`config.mk`:
```
export PLATFORM = sky130hd
export DESIGN_NAME = wb_gpio_irq_flat
export DESIGN_NICKNAME = d
export VERILOG_FILES = /design/src/rtl/wb_gpio_irq_pkg.sv /design/src/rtl/wb_gpio_irq_if.sv /design/src/rtl/wb_gpio_irq_sync_edge.sv /design/src/rtl/wb_gpio_irq.sv /design/src/flat_wrapper.sv
export SDC_FILE = /design/constraint.sdc
export NUM_CORES = 1
export LEC_CHECK = 0
export CORE_MARGIN = 5
export CORE_UTILIZATION = 39
export DETAILED_ROUTE_END_ITERATION = 10
export HOLD_SLACK_MARGIN = 0.08
export PLACE_DENSITY = 0.85
export RECOVER_POWER = 25
export SLEW_MARGIN = 0
export SYNTH_ARGS = -nofsm -noshare
export SYNTH_HDL_FRONTEND = slang
export SYNTH_SLANG_ARGS = --single-unit
```
`constraint.sdc`:
```
create_clock -name wb_clk_i -period 1.4 [get_ports wb_clk_i]
set_clock_uncertainty 0.2 [all_clocks]
set_input_delay 0.28 -clock wb_clk_i [delete_from_list [all_inputs] [get_ports wb_clk_i]]
set_output_delay 0.28 -clock wb_clk_i [all_outputs]
set_load 0.05 [all_outputs]
```
`src/rtl/wb_gpio_irq_pkg.sv`:
```
// Shared constants, bus request payload and helpers for the wb_gpio_irq slave.
package wb_gpio_irq_pkg;

  localparam int unsigned NGPIO_MAX = 32;
  localparam int unsigned WB_AW     = 32;
  localparam int unsigned WB_DW     = 32;
  localparam int unsigned REG_IDX_W = 4;

  // Word indices (byte offset / 4) of the register map
  localparam logic [REG_IDX_W-1:0] REG_IN     = 4'h0;
  localparam logic [REG_IDX_W-1:0] REG_OUT    = 4'h1;
  localparam logic [REG_IDX_W-1:0] REG_DIR    = 4'h2;
  localparam logic [REG_IDX_W-1:0] REG_IE     = 4'h3;
  localparam logic [REG_IDX_W-1:0] REG_EDGE   = 4'h4;
  localparam logic [REG_IDX_W-1:0] REG_STAT   = 4'h5;
  localparam logic [REG_IDX_W-1:0] REG_OUTSET = 4'h6;
  localparam logic [REG_IDX_W-1:0] REG_OUTCLR = 4'h7;
  localparam logic [REG_IDX_W-1:0] REG_BOTH   = 4'h8;

  typedef struct packed {
    logic [REG_IDX_W-1:0] idx;
    logic                 we;
    logic [WB_DW-1:0]     wdata;
    logic [WB_DW-1:0]     wmask;
  } wb_req_t;

  // Expand byte-lane enables to a bit mask
  function automatic logic [WB_DW-1:0] lane_mask(input logic [3:0] sel);
    return {{8{sel[3]}}, {8{sel[2]}}, {8{sel[1]}}, {8{sel[0]}}};
  endfunction

endpackage

```
`src/rtl/wb_gpio_irq_if.sv`:
```
// Wishbone B3 classic bus bundle between the interconnect and the GPIO slave.
interface wb_gpio_irq_if;
  import wb_gpio_irq_pkg::*;

  logic [WB_AW-1:0] wb_adr_i;
  logic [WB_DW-1:0] wb_dat_i;
  logic [3:0]       wb_sel_i;
  logic             wb_we_i;
  logic             wb_cyc_i;
  logic             wb_stb_i;
  logic [2:0]       wb_cti_i;
  logic [1:0]       wb_bte_i;
  logic [WB_DW-1:0] wb_dat_o;
  logic             wb_ack_o;
  logic             wb_err_o;
  logic             wb_rty_o;

  modport master (
    output wb_adr_i, wb_dat_i, wb_sel_i, wb_we_i, wb_cyc_i, wb_stb_i, wb_cti_i, wb_bte_i,
    input  wb_dat_o, wb_ack_o, wb_err_o, wb_rty_o
  );

  modport slave (
    input  wb_adr_i, wb_dat_i, wb_sel_i, wb_we_i, wb_cyc_i, wb_stb_i, wb_cti_i, wb_bte_i,
    output wb_dat_o, wb_ack_o, wb_err_o, wb_rty_o
  );

endinterface

```
`src/rtl/wb_gpio_irq_sync_edge.sv`:
```
// gpio_sync_edge: multi-flop input synchroniser plus history flop; flags
// rising and falling transitions of the synchronised pins.
module gpio_sync_edge #(
  parameter int unsigned WIDTH       = 8,
  parameter int unsigned SYNC_STAGES = 2
) (
  input  logic             clk,
  input  logic             rst_n,
  input  logic [WIDTH-1:0] din,
  output logic [WIDTH-1:0] sync,
  output logic [WIDTH-1:0] rise_c,
  output logic [WIDTH-1:0] fall_c
);

  logic [WIDTH-1:0] stage_q [SYNC_STAGES];
  logic [WIDTH-1:0] hist_q;
  logic [WIDTH-1:0] edge_c;

  always_ff @(posedge clk) begin
    if (!rst_n) begin
      for (int i = 0; i < int'(SYNC_STAGES); i++) stage_q[i] <= '0;
      hist_q <= '0;
    end else begin
      stage_q[0] <= din;
      for (int i = 1; i < int'(SYNC_STAGES); i++) stage_q[i] <= stage_q[i-1];
      hist_q <= stage_q[SYNC_STAGES-1];
    end
  end

  assign sync   = stage_q[SYNC_STAGES-1];
  assign edge_c = sync ^ hist_q;
  assign rise_c = edge_c & sync;
  assign fall_c = edge_c & ~sync;

endmodule

```
`src/rtl/wb_gpio_irq.sv`:
```
// Wishbone B3 GPIO slave with per-pin edge interrupt, 1..32 pins.
// Define WB_GPIO_IRQ_BOTH_EDGE_EN to add the BOTH (any-edge) register at 0x20.
module wb_gpio_irq
  import wb_gpio_irq_pkg::*;
#(
  parameter int unsigned NGPIO       = 8,
  parameter int unsigned SYNC_STAGES = 2
) (
  input  logic             wb_clk_i,
  input  logic             wb_rst_i,
  wb_gpio_irq_if.slave     wb,
  input  logic [NGPIO-1:0] gpio_i,
  output logic [NGPIO-1:0] gpio_o,
  output logic [NGPIO-1:0] gpio_dir_o,
  output logic             irq_o
);

  wb_req_t          req_c;
  logic             acc_c;
  logic             wr_c;
  logic             ack_q;
  logic [WB_DW-1:0] dat_q;
  logic [WB_DW-1:0] rdata_c;
  logic [NGPIO-1:0] wdat_c;
  logic [NGPIO-1:0] wmask_c;
  logic [NGPIO-1:0] in_sync;
  logic [NGPIO-1:0] rise_c;
  logic [NGPIO-1:0] fall_c;
  logic [NGPIO-1:0] hit_c;
  logic [NGPIO-1:0] clr_c;
  logic [NGPIO-1:0] ie_q;
  logic [NGPIO-1:0] edge_q;
  logic [NGPIO-1:0] stat_q;
`ifdef WB_GPIO_IRQ_BOTH_EDGE_EN
  logic [NGPIO-1:0] both_q;
`endif
  logic             unused_c;

  gpio_sync_edge #(
    .WIDTH       (NGPIO),
    .SYNC_STAGES (SYNC_STAGES)
  ) u_sync_edge (
    .clk    (wb_clk_i),
    .rst_n  (wb_rst_i),
    .din    (gpio_i),
    .sync   (in_sync),
    .rise_c (rise_c),
    .fall_c (fall_c)
  );

  always_comb begin
    req_c.idx   = wb.wb_adr_i[5:2];
    req_c.we    = wb.wb_we_i;
    req_c.wdata = wb.wb_dat_i;
    req_c.wmask = lane_mask(wb.wb_sel_i);
  end

  // One wait state: a new access starts only while no ack is being driven
  assign acc_c   = wb.wb_cyc_i & wb.wb_stb_i & ~ack_q;
  assign wr_c    = acc_c & req_c.we;
  assign wdat_c  = req_c.wdata[NGPIO-1:0];
  assign wmask_c = req_c.wmask[NGPIO-1:0];
  assign clr_c   = (wr_c && req_c.idx == REG_STAT) ? (wdat_c & wmask_c) : '0;

  always_comb begin
    hit_c = (edge_q & rise_c) | (~edge_q & fall_c);
`ifdef WB_GPIO_IRQ_BOTH_EDGE_EN
    hit_c = (both_q & (rise_c | fall_c)) | (~both_q & hit_c);
`endif
  end

  always_comb begin
    rdata_c = '0;
    case (req_c.idx)
      REG_IN:   rdata_c = WB_DW'(in_sync);
      REG_OUT:  rdata_c = WB_DW'(gpio_o);
      REG_DIR:  rdata_c = WB_DW'(gpio_dir_o);
      REG_IE:   rdata_c = WB_DW'(ie_q);
      REG_EDGE: rdata_c = WB_DW'(edge_q);
      REG_STAT: rdata_c = WB_DW'(stat_q);
`ifdef WB_GPIO_IRQ_BOTH_EDGE_EN
      REG_BOTH: rdata_c = WB_DW'(both_q);
`endif
      default:  rdata_c = '0;
    endcase
  end

  function automatic logic [NGPIO-1:0] merge(input logic [NGPIO-1:0] old_v,
                                             input logic [NGPIO-1:0] new_v,
                                             input logic [NGPIO-1:0] mask);
    return (old_v & ~mask) | (new_v & mask);
  endfunction

  always_ff @(posedge wb_clk_i) begin
    if (!wb_rst_i) begin
      ack_q      <= 1'b0;
      dat_q      <= '0;
      gpio_o     <= '0;
      gpio_dir_o <= '0;
      ie_q       <= '0;
      edge_q     <= '0;
      stat_q     <= '0;
      irq_o      <= 1'b0;
`ifdef WB_GPIO_IRQ_BOTH_EDGE_EN
      both_q     <= '0;
`endif
    end else begin
      ack_q  <= acc_c;
      if (acc_c && !req_c.we) dat_q <= rdata_c;
      // New hits win over a same-cycle W1C
      stat_q <= (stat_q & ~clr_c) | hit_c;
      irq_o  <= |(stat_q & ie_q);
      if (wr_c) begin
        case (req_c.idx)
          REG_OUT:    gpio_o     <= merge(gpio_o, wdat_c, wmask_c);
          REG_DIR:    gpio_dir_o <= merge(gpio_dir_o, wdat_c, wmask_c);
          REG_IE:     ie_q       <= merge(ie_q, wdat_c, wmask_c);
          REG_EDGE:   edge_q     <= merge(edge_q, wdat_c, wmask_c);
          REG_OUTSET: gpio_o     <= gpio_o | (wdat_c & wmask_c);
          REG_OUTCLR: gpio_o     <= gpio_o & ~(wdat_c & wmask_c);
`ifdef WB_GPIO_IRQ_BOTH_EDGE_EN
          REG_BOTH:   both_q     <= merge(both_q, wdat_c, wmask_c);
`endif
          default: ;
        endcase
      end
    end
  end

  assign wb.wb_ack_o = ack_q;
  assign wb.wb_dat_o = dat_q;
  assign wb.wb_err_o = 1'b0;
  assign wb.wb_rty_o = 1'b0;

  assign unused_c = ^{wb.wb_cti_i, wb.wb_bte_i, wb.wb_adr_i[31:6], wb.wb_adr_i[1:0], req_c};

endmodule

```
`src/flat_wrapper.sv`:
```
// flat-port wrapper written by rule: the top's interface ports become plain ports
module wb_gpio_irq_flat import wb_gpio_irq_pkg::*;
#(
  parameter int unsigned NGPIO       = 8,
  parameter int unsigned SYNC_STAGES = 2
)
  (wb_clk_i, wb_rst_i, gpio_i, gpio_o, gpio_dir_o, irq_o, wb_wb_adr_i, wb_wb_dat_i, wb_wb_sel_i, wb_wb_we_i, wb_wb_cyc_i, wb_wb_stb_i, wb_wb_cti_i, wb_wb_bte_i, wb_wb_dat_o, wb_wb_ack_o, wb_wb_err_o, wb_wb_rty_o);
  wb_gpio_irq_if wb_i ();
  input  logic wb_clk_i;
  input  logic wb_rst_i;
  input  logic [NGPIO-1:0] gpio_i;
  output logic [NGPIO-1:0] gpio_o;
  output logic [NGPIO-1:0] gpio_dir_o;
  output logic irq_o;
  input wire logic [$bits(wb_i.wb_adr_i)-1:0] wb_wb_adr_i;
  input wire logic [$bits(wb_i.wb_dat_i)-1:0] wb_wb_dat_i;
  input wire logic [$bits(wb_i.wb_sel_i)-1:0] wb_wb_sel_i;
  input wire logic [$bits(wb_i.wb_we_i)-1:0] wb_wb_we_i;
  input wire logic [$bits(wb_i.wb_cyc_i)-1:0] wb_wb_cyc_i;
  input wire logic [$bits(wb_i.wb_stb_i)-1:0] wb_wb_stb_i;
  input wire logic [$bits(wb_i.wb_cti_i)-1:0] wb_wb_cti_i;
  input wire logic [$bits(wb_i.wb_bte_i)-1:0] wb_wb_bte_i;
  output wire logic [$bits(wb_i.wb_dat_o)-1:0] wb_wb_dat_o;
  output wire logic [$bits(wb_i.wb_ack_o)-1:0] wb_wb_ack_o;
  output wire logic [$bits(wb_i.wb_err_o)-1:0] wb_wb_err_o;
  output wire logic [$bits(wb_i.wb_rty_o)-1:0] wb_wb_rty_o;
  assign wb_i.wb_adr_i = wb_wb_adr_i;
  assign wb_i.wb_dat_i = wb_wb_dat_i;
  assign wb_i.wb_sel_i = wb_wb_sel_i;
  assign wb_i.wb_we_i = wb_wb_we_i;
  assign wb_i.wb_cyc_i = wb_wb_cyc_i;
  assign wb_i.wb_stb_i = wb_wb_stb_i;
  assign wb_i.wb_cti_i = wb_wb_cti_i;
  assign wb_i.wb_bte_i = wb_wb_bte_i;
  assign wb_wb_dat_o = wb_i.wb_dat_o;
  assign wb_wb_ack_o = wb_i.wb_ack_o;
  assign wb_wb_err_o = wb_i.wb_err_o;
  assign wb_wb_rty_o = wb_i.wb_rty_o;
  wb_gpio_irq #(.NGPIO(NGPIO), .SYNC_STAGES(SYNC_STAGES)) u_core (.wb_clk_i(wb_clk_i), .wb_rst_i(wb_rst_i), .wb(wb_i), .gpio_i(gpio_i), .gpio_o(gpio_o), .gpio_dir_o(gpio_dir_o), .irq_o(irq_o));
endmodule
```
==> results_dict.tcl, run 1 <==
set metrics [dict create \
    status "finished with violations" \
    violations "negative setup slack" \
    ys_types 45 \
    die_w_um 103.4 \
    reg2reg_slack_ps -250 \
    dieArea_mm2 0.01069 \
    chipHeight_um 103.4 \
    synth_cells 377 \
    ys_ff_latch 74 \
    synth_seq_area_share 0.4355 \
    irDropWorstVdd_mv 0.5253 \
    cts_sinks 74 \
    yosysWarningCount 0 \
    antenna_found_initial 0 \
    wirelength_um 11080 \
    cts_htree_levels 3 \
    start_util 0.3959 \
    startpoint_type "flip-flop" \
    setup_slack_ps -253.0 \
    final_antenna_net_count 0 \
    leakage_nw 2.099 \
    grt_pass1_vias 3311 \
    cts_tree "done" \
    row_count 34 \
    finalMaxSlewViolations 0 \
    instances_no_fill 593 \
    route.vias.total 3308 \
    drv_cap 0 \
    clock_path_buffers 2 \
    drt_iter0_drc 437 \
    final_common_cell "dfxtp_1" \
    worstPathRequired_ps 1450 \
    ys_async_sr_fraction 0 \
    grt_max_degree 39 \
    utilization 0.6207 \
    critPathArrivalTime_ps 1700 \
    rsz0062_at_grt "yes" \
    gp_congestion 0.8611 \
    io_pins 138 \
    cts_hold_buf 0 \
    cts_made_buffers 9 \
    avgSynthCellArea_um2 9.024 \
    p_per_area_mw_per_mm2 855.8 \
    clock_latency_ps 360 \
    routedWlPerCell_um 18.69 \
    hold_viol_final 0 \
    final_cell_mix "48 x dfxtp_1, 37 x buf_4, 36 x nand2_1" \
    timing.fmax_mhz 605.0 \
    final_layout_size_suffix_gt1_frac 0.4701 \
    nets 566 \
    area_growth_pct 56.79 \
    core_mm2 0.008593 \
    path_clk_slew_ps 80 \
    synth_ff_type "dfxtp_1" \
    grt_pass1_wl_um 17140 \
    synth_area_mm2 0.003402 \
    io_buffers 51 \
    dp.cells 567 \
    hp-class "in -> reg" \
    post-route-period-util 1.181 \
    grt_usage 0.2104 \
    period_needed_ps 1653 \
    whs_ps 180.2 \
    drc 0 \
    dr.pass1.iters 6 \
    synth_edf_count 0 \
    dp_hpwl_um 6639 \
    worst_setup_path_end_kind "flip-flop" \
    cp_max_fo 4 \
    ctsRootBufferMaster "clkbuf_8" \
    antennaDiodeCount 0 \
    overflow 0 \
    setup_viol 55 \
    vias_per_cell 5.578 \
    crit_type "reg -> reg" \
]
## per-stage QoR
step | area, um2 | setup TNS [ps] | power, mW | worst slack, ps
2_1_floorplan | 3566 | -4718 | 2.621 | -205.4
3_3_place_gp | 4592 | -30520 | 2.788 | -792.9
3_5_place_dp | 4592 | -32850 | 2.800 | -894.1
4_1_cts | 5207 | -6751 | 4.545 | -219.5
5_1_grt | 5334 | -10140 | 4.716 | -276.3
6_report | 5334 | -8077 | 4.565 | -253.0
## cells in the mapped netlist, types with 8 or more instances
cell      n  area share
o21ai_2   8       0.021
a22oi_1  12       0.026
buf_4    30       0.066
nand3_1  23       0.034
nand2_1  46       0.051
nor2_1   22       0.024
inv_1    13       0.014
dfxtp_1  74        0.44
o21ai_1  16       0.024
and2_1   25       0.046
mux2i_1   8       0.024
o21ai_0  12       0.018
a21oi_1  24       0.035
## area by class of cell
class,instances,area [um2]
fillers,605,3259
multi-input cells,271,2043
flip-flops and latches,74,1529
repair buffers,110,1371
clock buffers,10,137.6
well taps,108,135.1
clock inverters,6,63.81
inverters,14,53.80
## repair_timing
action | in CTS | in global routing
buffers inserted | 8 | 2
pin swaps | 39 | 11
gates cloned | 3 | 0
endpoints found under the setup margin | 63 | 65
resized for setup | 91 | 35
## power breakdown
part           switching, mW  internal [mW]  total, mW
combinational          0.426          0.259      0.685
sequential            0.0289           2.13       2.16
clock                  0.845          0.873       1.72
total                   1.30           3.26       4.56
## kinds of logic after synthesis
group                  Yosys count  synth area share
muxes                           16           0.06436
other                            1          0.001102
and+or+nand+nor                140            0.2280
AOI/OAI and AO/OA               88            0.1662
DFF                             74            0.4355
buffers and inverters           58            0.1048
## per-layer routing
layer  global-route usage  up-vias  wire [um]
met5                    0        -          0
met1               0.2461     1561       4132
li1                     -     1473          -
met2               0.3510      210       5451
met4              0.09861        0        478
met3              0.06506       64       1018
## worst max-delay path, stage by stage (launching register included)
cell and delay [ps]:
dfxtp_4 360, or4bb_1 550, and3_1 190, a211o_1 240
## worst paths after layout
path / start / endpoint / depth (start not counted)
worst max-delay path: u_core.wb.wb_ack_o$_SDFF_PN0_ / u_core.wb.wb_dat_o[1]$_SDFFE_PN0P_ / 3
worst min-delay path: wb_wb_cyc_i / u_core.wb.wb_ack_o$_SDFF_PN0_ / 2
worst max register to register: u_core.wb.wb_ack_o$_SDFF_PN0_ / u_core.wb.wb_dat_o[1]$_SDFFE_PN0P_ / 3
worst min register to register: u_core.u_sync_edge.stage_q[0][6]$_SDFF_PN0_ / u_core.u_sync_edge.stage_q[0][14]$_SDFF_PN0_ / 1
Power figures use the tool's default switching activity.
==> run 2: changes to the inputs <==
--- a/config.mk
+++ b/config.mk
@@ -7,10 +7,12 @@
 export LEC_CHECK = 0
 export CORE_MARGIN = 5
 export CORE_UTILIZATION = 39
+export CTS_BUF_LIST = sky130_fd_sc_hd__clkbuf_8 sky130_fd_sc_hd__clkbuf_16
 export DETAILED_ROUTE_END_ITERATION = 10
 export HOLD_SLACK_MARGIN = 0.08
 export PLACE_DENSITY = 0.85
-export RECOVER_POWER = 25
+export RECOVER_POWER = 50
+export SETUP_SLACK_MARGIN = 0.2
 export SLEW_MARGIN = 0
 export SYNTH_ARGS = -nofsm -noshare
 export SYNTH_HDL_FRONTEND = slang
==> results_dict.tcl, run 2 (synthesis gave the netlist of run 1 again) <==
set metrics [dict create \
    status "finished with violations" \
    violations "negative setup slack" \
    leakage_nw 2.091 \
    core_mm2 0.008593 \
    rr_worst_depth 6 \
    die_w_um 103.4 \
    route.vias.total 3261 \
    hold_viol_final 0 \
    io_buffers 51 \
    cp.buffers_inverters 2 \
    vias_per_cell 5.499 \
    io_pins 138 \
    p_int_mw 3.209 \
    p_clk_frac 0.365 \
    finalPower_mw 4.448 \
    nets 567 \
    grt_pass1_vias 3254 \
    cpMostUsedCell "buf_6" \
    irDropWorstVdd_mv 0.5783 \
    final_cell_mix "48 x dfxtp_1, 38 x nand2_1, 37 x buf_4" \
    cts_sinks 74 \
    crit_family "simple AND/OR/NAND/NOR gates" \
    hp-class "in -> reg" \
    cp_max_fo 8 \
    worstPathRequired_ps 1430 \
    clock_latency_ps 350 \
    crit_end "u_core.stat_q[4]$_SDFF_PN0_" \
    cp_slowest_cell "dfxtp_4" \
    grt_pass1_wl_um 16370 \
    period_needed_ps 1623 \
    drv_cap 0 \
    antenna_found_initial 0 \
    critPathMaxStageDelay_ps 360 \
    dp_hpwl_um 7086 \
    switching_share 0.2785 \
    overflow 0 \
    cts_htree_levels 3 \
    post-route-period-util 1.159 \
    critPathArrivalTime_ps 1660 \
    cts_hold_buf 0 \
    post-place-ws_ps -776.1 \
    finalMaxSlewViolations 0 \
    reg2reg_slack_ps -220 \
    setup_viol 55 \
    ctsRootBufferMaster "clkbuf_8" \
    worstSetupPathDepth 6 \
    fin_setup_tns_ps -8297 \
    path_clk_slew_ps 80 \
    cts_tree "done" \
    gp_congestion 0.9432 \
    dieArea_mm2 0.01069 \
    rsz0062_at_grt "yes" \
    row_count 34 \
    p_per_area_mw_per_mm2 832.5 \
    r2r-start "u_core.wb.wb_ack_o$_SDFF_PN0_" \
    final_layout_size_suffix_gt1_frac 0.4763 \
    hold_path_depth 3 \
    grt_max_degree 39 \
    relSlewSlack 0.5085 \
    timing.fmax_mhz 616.1 \
    startpoint_type "flip-flop" \
    antennaDiodeCount 0 \
    cts_made_buffers 9 \
    area_growth_pct 57.04 \
    switchingPower_mw 1.239 \
    crit_type "reg -> reg" \
    setup_slack_ps -223.1 \
    final_antenna_net_count 0 \
    grt_usage 0.2000 \
    drc 0 \
    pwr-share-seq 0.482 \
    start_util 0.3959 \
    r2r_end "u_core.stat_q[4]$_SDFF_PN0_" \
    chipHeight_um 103.4 \
    drt_iter0_drc 306 \
    routedWlPerCell_um 18.64 \
    tightest_slew_ps 737.3 \
    worst_setup_path_end_kind "flip-flop" \
    dr.pass1.iters 6 \
    final_common_cell "dfxtp_1" \
    startpoint "u_core.wb.wb_ack_o$_SDFF_PN0_" \
    wirelength_um 11050 \
    crit_chain "and4b_1 -> buf_6 -> nand4_1 -> buf_6 -> o21ai_4 -> a21oi_2" \
    p_comb_frac 0.153 \
    clock_path_buffers 2 \
]
run 2: cell types whose count changed in the layout (fill, tap and decap cells not counted), moves of 4 or more:
cell / before / now
and2_0: 1 / 7
and2_1: 23 / 17
dfxtp_2: 20 / 11
dfxtp_4: 6 / 15
nand3_1: 9 / 2
nand3_2: 16 / 23
o21ai_2: 25 / 21
run 2: through the flow:
stage | utilization | std cells | hold WS [ps] | instance area, um2
floorplan | - | 402 | 205.7 | 3617
global placement | 0.5352 | 563 | 215.5 | 4599
detailed placement | 0.5352 | 563 | 211.3 | 4599
CTS | 0.6027 | 588 | 126.0 | 5179
global route | 0.6217 | 593 | 175.4 | 5343
finish | 0.6217 | 593 | 187.1 | 5343
run 2: worst min-delay path by stage:
stage                                                start  slack [ps]                                            to
2_1_floorplan  u_core.u_sync_edge.stage_q[0][6]$_SDFF_PN0_         210  u_core.u_sync_edge.stage_q[0][14]$_SDFF_PN0_
3_3_place_gp   u_core.u_sync_edge.stage_q[0][6]$_SDFF_PN0_         220  u_core.u_sync_edge.stage_q[0][14]$_SDFF_PN0_
3_5_place_dp   u_core.u_sync_edge.stage_q[0][6]$_SDFF_PN0_         210  u_core.u_sync_edge.stage_q[0][14]$_SDFF_PN0_
4_1_cts                                           wb_rst_i         130                                     flip-flop
5_1_grt                                           wb_rst_i         180                                     flip-flop
6_report                                          wb_rst_i         190                                     flip-flop
run 2: worst reg2reg max path, cell delays in order (launching register included):
cell and delay [ps]:
dfxtp_4 360, and4b_1 270, buf_6 150, nand4_1 120, buf_6 180, o21ai_4 160, a21oi_2 60
run 2: layout make-up:
type | count | area [um2]
clock buffers | 12 | 176.4
clock inverters | 3 | 20.02
fillers | 630 | 3251
inverters | 14 | 53.80
multi-input cells | 271 | 2049
flip-flops and latches | 74 | 1551
well taps | 108 | 135.1
repair buffers | 111 | 1356
run 2: what timing repair did:
action,CTS,global route
endpoints found under the hold margin,0,0
pin swaps,26,14
setup buffers,8,5
endpoints found under the setup margin,74,75
gates cloned,2,0
resized for setup,93,38
run 2: metal layers:
layer	global-route usage	wire (um)	vias to the layer above
met4	0.1165	554	0
met1	0.2240	3989	1554
li1	-	-	1484
met5	0	0	-
met3	0.05366	923	51
met2	0.3402	5584	172
run 2: power by group through the flow:
stage | Sequential (mW) | Combinational [mW] | Clock (mW)
finish | 2.14 | 0.680 | 1.62
floorplan | 2.22 | 0.414 | 0
global route | 2.15 | 0.713 | 1.76
global placement | 2.21 | 0.584 | 0
detailed placement | 2.21 | 0.595 | 0
CTS | 2.14 | 0.646 | 1.65
==> run 3: changes to the inputs <==
--- a/config.mk
+++ b/config.mk
@@ -8,6 +8,7 @@
 export CORE_MARGIN = 5
 export CORE_UTILIZATION = 39
 export CTS_BUF_LIST = sky130_fd_sc_hd__clkbuf_8 sky130_fd_sc_hd__clkbuf_16
+export CTS_CLUSTER_SIZE = 25
 export DETAILED_ROUTE_END_ITERATION = 10
 export HOLD_SLACK_MARGIN = 0.08
 export PLACE_DENSITY = 0.85
==> results of run 3 <==
No change in the layout: final DEF, timing and power equal those of run 2.
